===== src/rtl/qp_derive_pipe.sv =====
// qp_derive_pipe: two-stage pipelined component QP derivation.
// Stage 1 applies the chroma offset and clips to qPi. Stage 2 maps qPi to the
// final QP' and splits it into per (QP'/6) and rem (QP'%6) for the quantiser.
// Handshake is valid/ready with full backpressure. Flush drops everything in
// flight, including a request presented in the same cycle.
module qp_derive_pipe #(
  parameter int QP_W         = 7,
  parameter int QP_BD_OFFSET = 0,
  parameter int OFS_W        = 5,
  parameter int PER_W        = 4
) (
  input  logic                    clk,
  input  logic                    rstn,
  input  logic                    flush_i,
  input  logic                    in_valid_i,
  output logic                    in_ready_o,
  input  logic signed [QP_W-1:0]  qp_y_i,
  input  logic        [1:0]       sel_i,
  input  logic signed [OFS_W-1:0] cb_ofs_i,
  input  logic signed [OFS_W-1:0] cr_ofs_i,
  input  logic                    chroma_fmt_i,
  output logic                    out_valid_o,
  input  logic                    out_ready_i,
  output logic        [QP_W-1:0]  qp_o,
  output logic        [PER_W-1:0] per_o,
  output logic        [2:0]       rem_o,
  output logic        [1:0]       sel_o
);

  // qPi is carried with two guard bits so qp_y + offset cannot wrap before clipping.
  localparam int IW = QP_W + 2;
  localparam logic signed [IW-1:0] QPI_MIN = IW'(-QP_BD_OFFSET);
  localparam logic signed [IW-1:0] QPI_MAX = IW'(57);
  localparam logic signed [IW-1:0] QP_MAX  = IW'(51);
  localparam logic signed [IW-1:0] TAB_LO  = IW'(30);
  localparam logic signed [IW-1:0] TAB_HI  = IW'(43);
  localparam logic signed [IW-1:0] BD_OFS  = IW'(QP_BD_OFFSET);

  // Saturate the offset-adjusted luma QP into the qPi range.
  function automatic logic signed [IW-1:0] clip_qpi(input logic signed [IW-1:0] v);
    if (v < QPI_MIN) return QPI_MIN;
    if (v > QPI_MAX) return QPI_MAX;
    return v;
  endfunction

  // Component QP from qPi: luma and reserved pass through, chroma is either
  // clipped at 51 (4:2:2/4:4:4) or mapped through the 4:2:0 table.
  function automatic logic signed [IW-1:0] map_qp(input logic signed [IW-1:0] qpi,
                                                  input logic [1:0] sel,
                                                  input logic fmt);
    logic signed [IW-1:0] q;
    q = qpi;
    if (sel == 2'd1 || sel == 2'd2) begin
      if (fmt) begin
        if (qpi > QP_MAX) q = QP_MAX;
      end else if (qpi > TAB_HI) begin
        q = qpi - IW'(6);
      end else if (qpi >= TAB_LO) begin
        case (int'(qpi))
          30:      q = IW'(29);
          31:      q = IW'(30);
          32:      q = IW'(31);
          33:      q = IW'(32);
          34, 35:  q = IW'(33);
          36, 37:  q = IW'(34);
          38, 39:  q = IW'(35);
          40, 41:  q = IW'(36);
          default: q = IW'(37);
        endcase
      end
    end
    return q;
  endfunction

  // Constant divide by 6 as multiply by 171/1024; exact for inputs below 512.
  function automatic logic [PER_W-1:0] div6(input logic [QP_W-1:0] x);
    logic [QP_W+7:0] prod;
    prod = (QP_W+8)'(x) * (QP_W+8)'(171);
    return PER_W'(prod >> 10);
  endfunction

  function automatic logic [2:0] mod6(input logic [QP_W-1:0] x);
    logic [QP_W+7:0] prod;
    logic [QP_W-1:0] quo;
    logic [QP_W-1:0] r;
    prod = (QP_W+8)'(x) * (QP_W+8)'(171);
    quo  = QP_W'(prod >> 10);
    r    = x - quo * QP_W'(6);
    return 3'(r);
  endfunction

  logic                   vld_p1, vld_p2;
  logic signed [IW-1:0]   qpi_p1;
  logic        [1:0]      sel_p1;
  logic                   fmt_p1;
  logic        [QP_W-1:0] qp_p2;
  logic        [PER_W-1:0] per_p2;
  logic        [2:0]      rem_p2;
  logic        [1:0]      sel_p2;

  logic                   stall;
  logic                   take;
  logic signed [IW-1:0]   qpy_ext;
  logic signed [IW-1:0]   ofs_ext;
  logic signed [IW-1:0]   qpi_c;
  logic signed [IW-1:0]   qfull_c;
  logic        [QP_W-1:0] qp_c;

  assign stall      = vld_p2 && !out_ready_i;
  assign in_ready_o = !(vld_p1 && stall);
  assign take       = in_valid_i && in_ready_o && !flush_i;

  // ---- stage 0 -> 1: offset select and qPi clip ----
  assign qpy_ext = IW'(qp_y_i);

  // Select the offset that applies to the requested component.
  always_comb begin
    ofs_ext = '0;
    case (sel_i)
      2'd1:    ofs_ext = IW'(cb_ofs_i);
      2'd2:    ofs_ext = IW'(cr_ofs_i);
      default: ofs_ext = '0;
    endcase
  end

  assign qpi_c = clip_qpi(qpy_ext + ofs_ext);

  // Stage-1 occupancy: cleared by flush, refilled whenever stage 1 may move.
  always_ff @(posedge clk or negedge rstn) begin
    if (!rstn)            vld_p1 <= 1'b0;
    else if (flush_i)     vld_p1 <= 1'b0;
    else if (in_ready_o)  vld_p1 <= in_valid_i;
  end

  // Stage-1 data captured on accept only.
  always_ff @(posedge clk) begin
    if (take) begin
      qpi_p1 <= qpi_c;
      sel_p1 <= sel_i;
      fmt_p1 <= chroma_fmt_i;
    end
  end

  // ---- stage 1 -> 2: mapping, bit-depth offset, per/rem split ----
  assign qfull_c = map_qp(qpi_p1, sel_p1, fmt_p1) + BD_OFS;
  assign qp_c    = QP_W'(qfull_c);

  // Output occupancy: holds under stall, follows stage 1 otherwise.
  always_ff @(posedge clk or negedge rstn) begin
    if (!rstn)        vld_p2 <= 1'b0;
    else if (flush_i) vld_p2 <= 1'b0;
    else if (!stall)  vld_p2 <= vld_p1;
  end

  // Output data: loaded when stage 1 moves forward, frozen while stalled.
  always_ff @(posedge clk or negedge rstn) begin
    if (!rstn) begin
      qp_p2  <= '0;
      per_p2 <= '0;
      rem_p2 <= '0;
      sel_p2 <= '0;
    end else if (!stall && vld_p1) begin
      qp_p2  <= qp_c;
      per_p2 <= div6(qp_c);
      rem_p2 <= mod6(qp_c);
      sel_p2 <= sel_p1;
    end
  end

  assign out_valid_o = vld_p2;
  assign qp_o        = qp_p2;
  assign per_o       = per_p2;
  assign rem_o       = rem_p2;
  assign sel_o       = sel_p2;

endmodule

===== config.mk =====
export PLATFORM = sky130hd
export DESIGN_NAME = qp_derive_pipe
export DESIGN_NICKNAME = d
export VERILOG_FILES = /design/src/rtl/qp_derive_pipe.sv
export SDC_FILE = /design/constraint.sdc
export NUM_CORES = 1
export LEC_CHECK = 0
export CAP_MARGIN = 10
export CORE_MARGIN = 2
export CORE_UTILIZATION = 60
export DETAILED_ROUTE_END_ITERATION = 10
export GPL_ROUTABILITY_DRIVEN = 0
export PLACE_DENSITY = 0.84
export SLEW_MARGIN = 10
export SYNTH_ARGS = -nofsm -noshare
export SYNTH_HDL_FRONTEND = slang
export SYNTH_SLANG_ARGS = --single-unit

===== constraint.sdc =====
create_clock -name clk -period 11.2 [get_ports clk]
set_clock_uncertainty 0.15 [all_clocks]
set_input_delay 1.12 -clock clk [delete_from_list [all_inputs] [get_ports clk]]
set_output_delay 1.12 -clock clk [all_outputs]
set_load 0.005 [all_outputs]

# == Word-level counts from Yosys, hierarchy flattened ==
# Cells that the tools add are included.
# word_totals
input_bits,25
ram_bits,0
mem_bits_ro,0
output_inout_bits,18
wordCells,69
register_bits,30
memories,0
latchBits,0
# classes
n_bitwise,0
n_mux,18
n_lt_le_gt_ge,5
n_shift,0
eq_ne,18
n_mul,2
n_div,0
add_sub_neg,3
n_reduce_logical,14
# ops
op,n
$eq 32x6->1 const B,10
$eq 32x5->1 const B,2
$pmux 6 s8,1
$mux 9,4
$mux 7,5
$gt 9x7->1 const B,3
$pmux 9 s2,1
$mul 7x8->15 const B,1
$add 7x9->9,1
$ge 9x6->1 const B,1
$lt 9x1->1 const B,1
$reduce_or 2->1,4
$mux 1,7
$sub 7x4->7 const B,1
$logic_and 1x1->1,5
$mul 5x2->2 const B,1
$eq 2x1->1 const B,2
$eq 2x2->1 const B,2
$logic_not 1->1,4
$ne 2x2->1 const B,2
$sub 3x3->3,1
$logic_or 1x1->1,1

# == Logic depth before layout (Yosys ltp) ==
# depth
depth_word,10
depth_mapped,27
mapped_depth_nobuf,26

# == Worst setup path before layout ==
# No wires, ideal clock.
# synth_path
path_type,register -> register
startpoint,register qpi_p1[2]
endpoint,"register rem_p2[2], in the netlist rem_o[2]"
arrival_time_ps,6013
required_time_ps,10925
setup_slack_ps,4913
setup_time_ps,125
stages_incl_launch_ff,27
n_path_buf,1
period_less_slack_ps,6287
path_cell_list,edfxtp_1 buf_2 inv_1 ha_1 nand3b_1 a221o_1 nor4_1 nor3_1 nor2_1 a2bb2oi_1 ha_1 inv_1 fa_1 fa_1 inv_1 fa_1 ha_1 a21o_1 a21o_1 a211o_1 o21a_1 a41oi_2 xnor2_2 ha_1 xnor2_1 xnor3_1 mux2_2
# synth_between
elab_chain_cells,10
word_cells_on_any_way,29
cone_classes,add/sub: 2; mul: 2; order compare: 3; eq/ne: 12; mux: 6; reduce/logical: 4
# synth_rtl
element,line,rtl
from (decl),93,logic signed [IW-1:0] qpi_p1;
from (signal assigned),138,qpi_p1 <= qpi_c;
$eq 32x6->1,59,case (int'(qpi))
$reduce_or 2->1,59,
$pmux 6 s8,59,
$mux 7,58,end else if (qpi >= TAB_LO) begin
$mux 7,56,end else if (qpi > TAB_HI) begin
$mux 7 (*),54,if (fmt) begin
$mux 7 (*),53,if (sel == 2'd1 || sel == 2'd2) begin
named net qfull_c[5],106,logic signed [IW-1:0] qfull_c;
$mul 7x8->15 (*),86,prod = (QP_W+8)'(x) * (QP_W+8)'(171);
$mul 5x2->2 (*),88,r = x - quo * QP_W'(6);
$sub 3x3->3 (*),88,
to (signal assigned),165,rem_p2 <= mod6(qp_c);
to (decl),98,logic [2:0] rem_p2;
# The timed path passes the listed nets; every way through them passes the cells marked *.
# A chain may end at the register's enable or synchronous reset.

# == Worst setup path in the final report ==
# Same ends and word-level chain as after synthesis.

==> flow_summary.yaml <==
timing:
  finalCriticalPeriod_ns: 6.88
  setup_slack_ns: 4.32
  rsz0062_at_grt: "false"
  tightest_slew_ns: 0.781
  min_period_over_period_pct: 61.5
  timing.slew.headroom_pct: 47.9
  hold_violations: 0
  setup_viol: 0
  drv_slew: 0
  max_freq_mhz: 145
  fin_setup_tns_ns: 0
drt:
  firstDrtPassIters: 4
  wl_met3_um: 400
  vias: 2396
  top_layer_used: "met4"
  avgViaCountPerCell: 5.80
  avgRoutedWirePerCell_um: 15.0
  drc: 0
  routed_wl_mm: 6.19
  drt.antenna.violating_nets: 0
  wl_met1_mm: 2.79
  initialDrtViolationCount: 138
  routed-wl-met2_mm: 2.86
global_routing:
  grt_pass1_vias: 2337
  grtUsageTotal_pct: 24.7
  grt_max_degree: 22
  overflow: 0
  grt_pass1_wl_mm: 10.4
  antenna_found_initial: 0
job:
  maxCapViolCount: 0
worst_setup_path:
  rr_startpoint: "qpi_p1[2]$_SDFFCE_PP0P_"
  crit_path_end_kind: "flop"
  startpoint_type: "flop"
  reg2reg_slack_ns: 4.32
  critPathMaxStageDelay_ns: 0.53
  slowest_stage: "edfxtp_1"
  worst_path_most_repeated_cell: "ha_1"
  crit_type: "flop to flop"
  crit_start: "qpi_p1[2]$_SDFFCE_PP0P_"
  path_max_fanout: 10
  reg2reg_depth: 25
  arrival_ns: 6.91
  r2r_end: "rem_o[2]$_DFFE_PN0P_"
  critical_path_required_ns: 11.23
clocking:
  insertion_delay_ns: 0.29
  post-cts-setup-buffers: 0
  cts_resized: 0
  clkSinkCount: 29
  clk_pin_slew_ns: 0.07
  cts_buffers: 5
  htreeDepth: 2
  postCtsHoldBufs: 0
  cts_tree: "done"
  cts_max_path_buffers: 2
  root_buffer: "clkbuf_8"
cells_and_area:
  fillers: 320
  utilization_pct: 73.9
  n_antenna_cell: 0
  multiInputGateArea_um2: 2020
  final_nets: 425
  area_growth_pct: 18.7
  regArea_um2: 786
  drive_gt1_share_pct: 8.09
yosys:
  ys_ff_latch: 29
  synth_flop_cell: "dfrtp_1"
  netlist_area_um2: 2940
  synth_cell_types: 63
  ys_async_sr_fraction_pct: 58.6
  ys_seq_area_share_pct: 26.7
  yosysWarningCount: 0
  synth-edff-count: 12
  syn_inst: 303
  syn_avg_cell_area_um2: 9.71
floorplanning:
  start_util_pct: 62.3
  die_w_um: 74.0
  coreArea_um2: 4720
  rows: 25
  die_height_um: 74.0
  io_pins: 43
  design.die.area_um2: 5480
place:
  place_ws_ns: 4.33
  io_buffers: 42
  dp_hpwl_mm: 4.94
power_and_ir_drop:
  p_leak_nw: 1.58
  power_per_cell_area_nw_per_um2: 176
  ir_worst_vdd_mv: 0.216
min_path:
  holdCritPathClass: "flop to flop"
  hp-start: "per_o[1]$_DFFE_PN0P_"
  hold-path-cell-count: 2
  hold_end: "per_o[1]$_DFFE_PN0P_"
run_status:
  outcome: "finished clean"
-- worst max-delay path, delay by kind of cell, from the launching register on --
family,cells,cell delay (ns)
flip-flops,1,0.53
adder cells (fa/ha/maj),7,2.47
AND/OR/NAND/NOR,3,0.59
buffers and inverters,3,0.32
multiplexers,1,0.27
XOR/XNOR,3,0.54
AO/OA/AOI/OAI,8,1.91
-- cell usage in the layout, fill, tap and decap left out, types with 2 or more instances in the layout --
| master | Yosys | layout |
|---|---|---|
| ha_1 | 45 | 45 |
| clkdlybuf4s50_1 | 0 | 42 |
| nor2_1 | 25 | 25 |
| inv_1 | 25 | 25 |
| dfrtp_1 | 17 | 17 |
| nand2_1 | 16 | 16 |
| a21oi_1 | 15 | 15 |
| o21ai_0 | 15 | 15 |
| edfxtp_1 | 12 | 12 |
| mux2_2 | 10 | 10 |
| fa_1 | 10 | 10 |
| xnor2_1 | 8 | 8 |
| nand3_1 | 7 | 7 |
| a22oi_1 | 6 | 6 |
| o21bai_1 | 5 | 5 |
| a21o_1 | 5 | 5 |
| and2_1 | 5 | 5 |
| nor3_1 | 5 | 5 |
| clkbuf_8 | 0 | 5 |
| nor2b_1 | 4 | 4 |
| xor2_1 | 4 | 4 |
| nand2b_1 | 3 | 3 |
| o211ai_1 | 3 | 3 |
| a31oi_1 | 3 | 3 |
| conb_1 | 1 | 3 |
| o31ai_1 | 2 | 2 |
| nor4bb_1 | 2 | 2 |
| and3_1 | 2 | 2 |
| nor4_1 | 2 | 2 |
| a211oi_1 | 2 | 2 |
| a41oi_1 | 2 | 2 |
| a311oi_1 | 2 | 2 |
| o21a_1 | 2 | 2 |
| clkinv_2 | 0 | 2 |
-- report_power, final --
part | internal, mW | total [mW] | switching (mW) | leakage (nW)
Clock | 0.0427 | 0.0844 | 0.0417 | 0.0439
Sequential | 0.133 | 0.149 | 0.0161 | 0.321
Combinational | 0.196 | 0.382 | 0.185 | 1.22
-- final cells by class --
class / instances / area share [%]
repair buffers: 42 / 12.0
well taps: 67 / 2.40
clock inverters: 3 / 0.502
clock buffers: 5 / 1.97
flip-flops and latches: 29 / 22.5
multi-input cells: 241 / 57.8
inverters: 26 / 2.79
-- layer usage --
metal	GRT usage [%]	vias up
met5	0	-
met4	8.89	0
li1	-	1189
met1	33.9	1101
met2	38.8	87
met3	5.28	19
-- through the flow --
step           cells  instance area, µm²  hold slack [ns]  power (mW)
3_3_place_gp     405                3410            0.314       0.511
2_1_floorplan    305                2950            0.323       0.422
3_5_place_dp     405                3410            0.321       0.530
4_1_cts          413                3490            0.336       0.617
6_report         413                3490            0.330       0.615
5_1_grt          413                3490            0.357       0.670
-- cells by family (layout without fill, tap and decap cells) --
family          Yosys count  in the layout  share of synthesized area (%)
other cells               1              3                          0.127
simple gates             82             82                           15.1
compound gates           76             76                           18.1
mux                      11             11                           4.17
fa+ha+maj                55             55                           25.9
flops                    29             29                           26.7
buf+inv                  35             76                           4.97
xor+xnor                 14             14                           4.89
-- how the worst max path moves through the flow --
stage | cells after the start | slack [ns] | endpoint
final | 25 | 4.32 | rem_o[2]$_DFFE_PN0P_
after detailed placement | 24 | 4.33 | rem_o[2]$_DFFE_PN0P_
after global placement | 24 | 4.54 | rem_o[2]$_DFFE_PN0P_
after floorplan | 26 | 4.91 | rem_o[2]$_DFFE_PN0P_
after global routing | 25 | 3.82 | rem_o[2]$_DFFE_PN0P_
after CTS | 25 | 4.34 | rem_o[2]$_DFFE_PN0P_
-- flip-flops by register name (all words and copies together) (netlist names) --
| signal | count |
|---|---|
| qpi_p1 | 9 |
| qp_o | 7 |
| per_o | 4 |
| rem_o | 2 |
| sel_o | 2 |
| sel_p1 | 2 |
| fmt_p1 | 1 |
| out_valid_o | 1 |
| vld_p1 | 1 |
-- synthesized netlist by cell type (all sizes together) (3+ instances only) --
library cell	count	area, µm²
nor3	5	25.0
a41oi	3	33.8
fa	10	200
nand2	16	60.1
nand2b	3	18.8
mux2	10	113
o211ai	3	22.5
o21ai	16	80.1
a21o	5	37.5
and2	5	31.3
a31oi	3	18.8
a211oi	3	35.0
ha	45	563
inv	26	97.6
a22oi	6	45.0
o21bai	5	37.5
nor2b	4	25.0
dfrtp	17	425
nand3	7	35.0
xor2	4	35.0
clkbuf	3	11.3
xnor2	9	86.3
nor2	26	105
edfxtp	12	360
buf	6	37.5
a21oi	16	83.8
o21a	3	23.8
No activity file was read; power rests on OpenSTA's default activity.
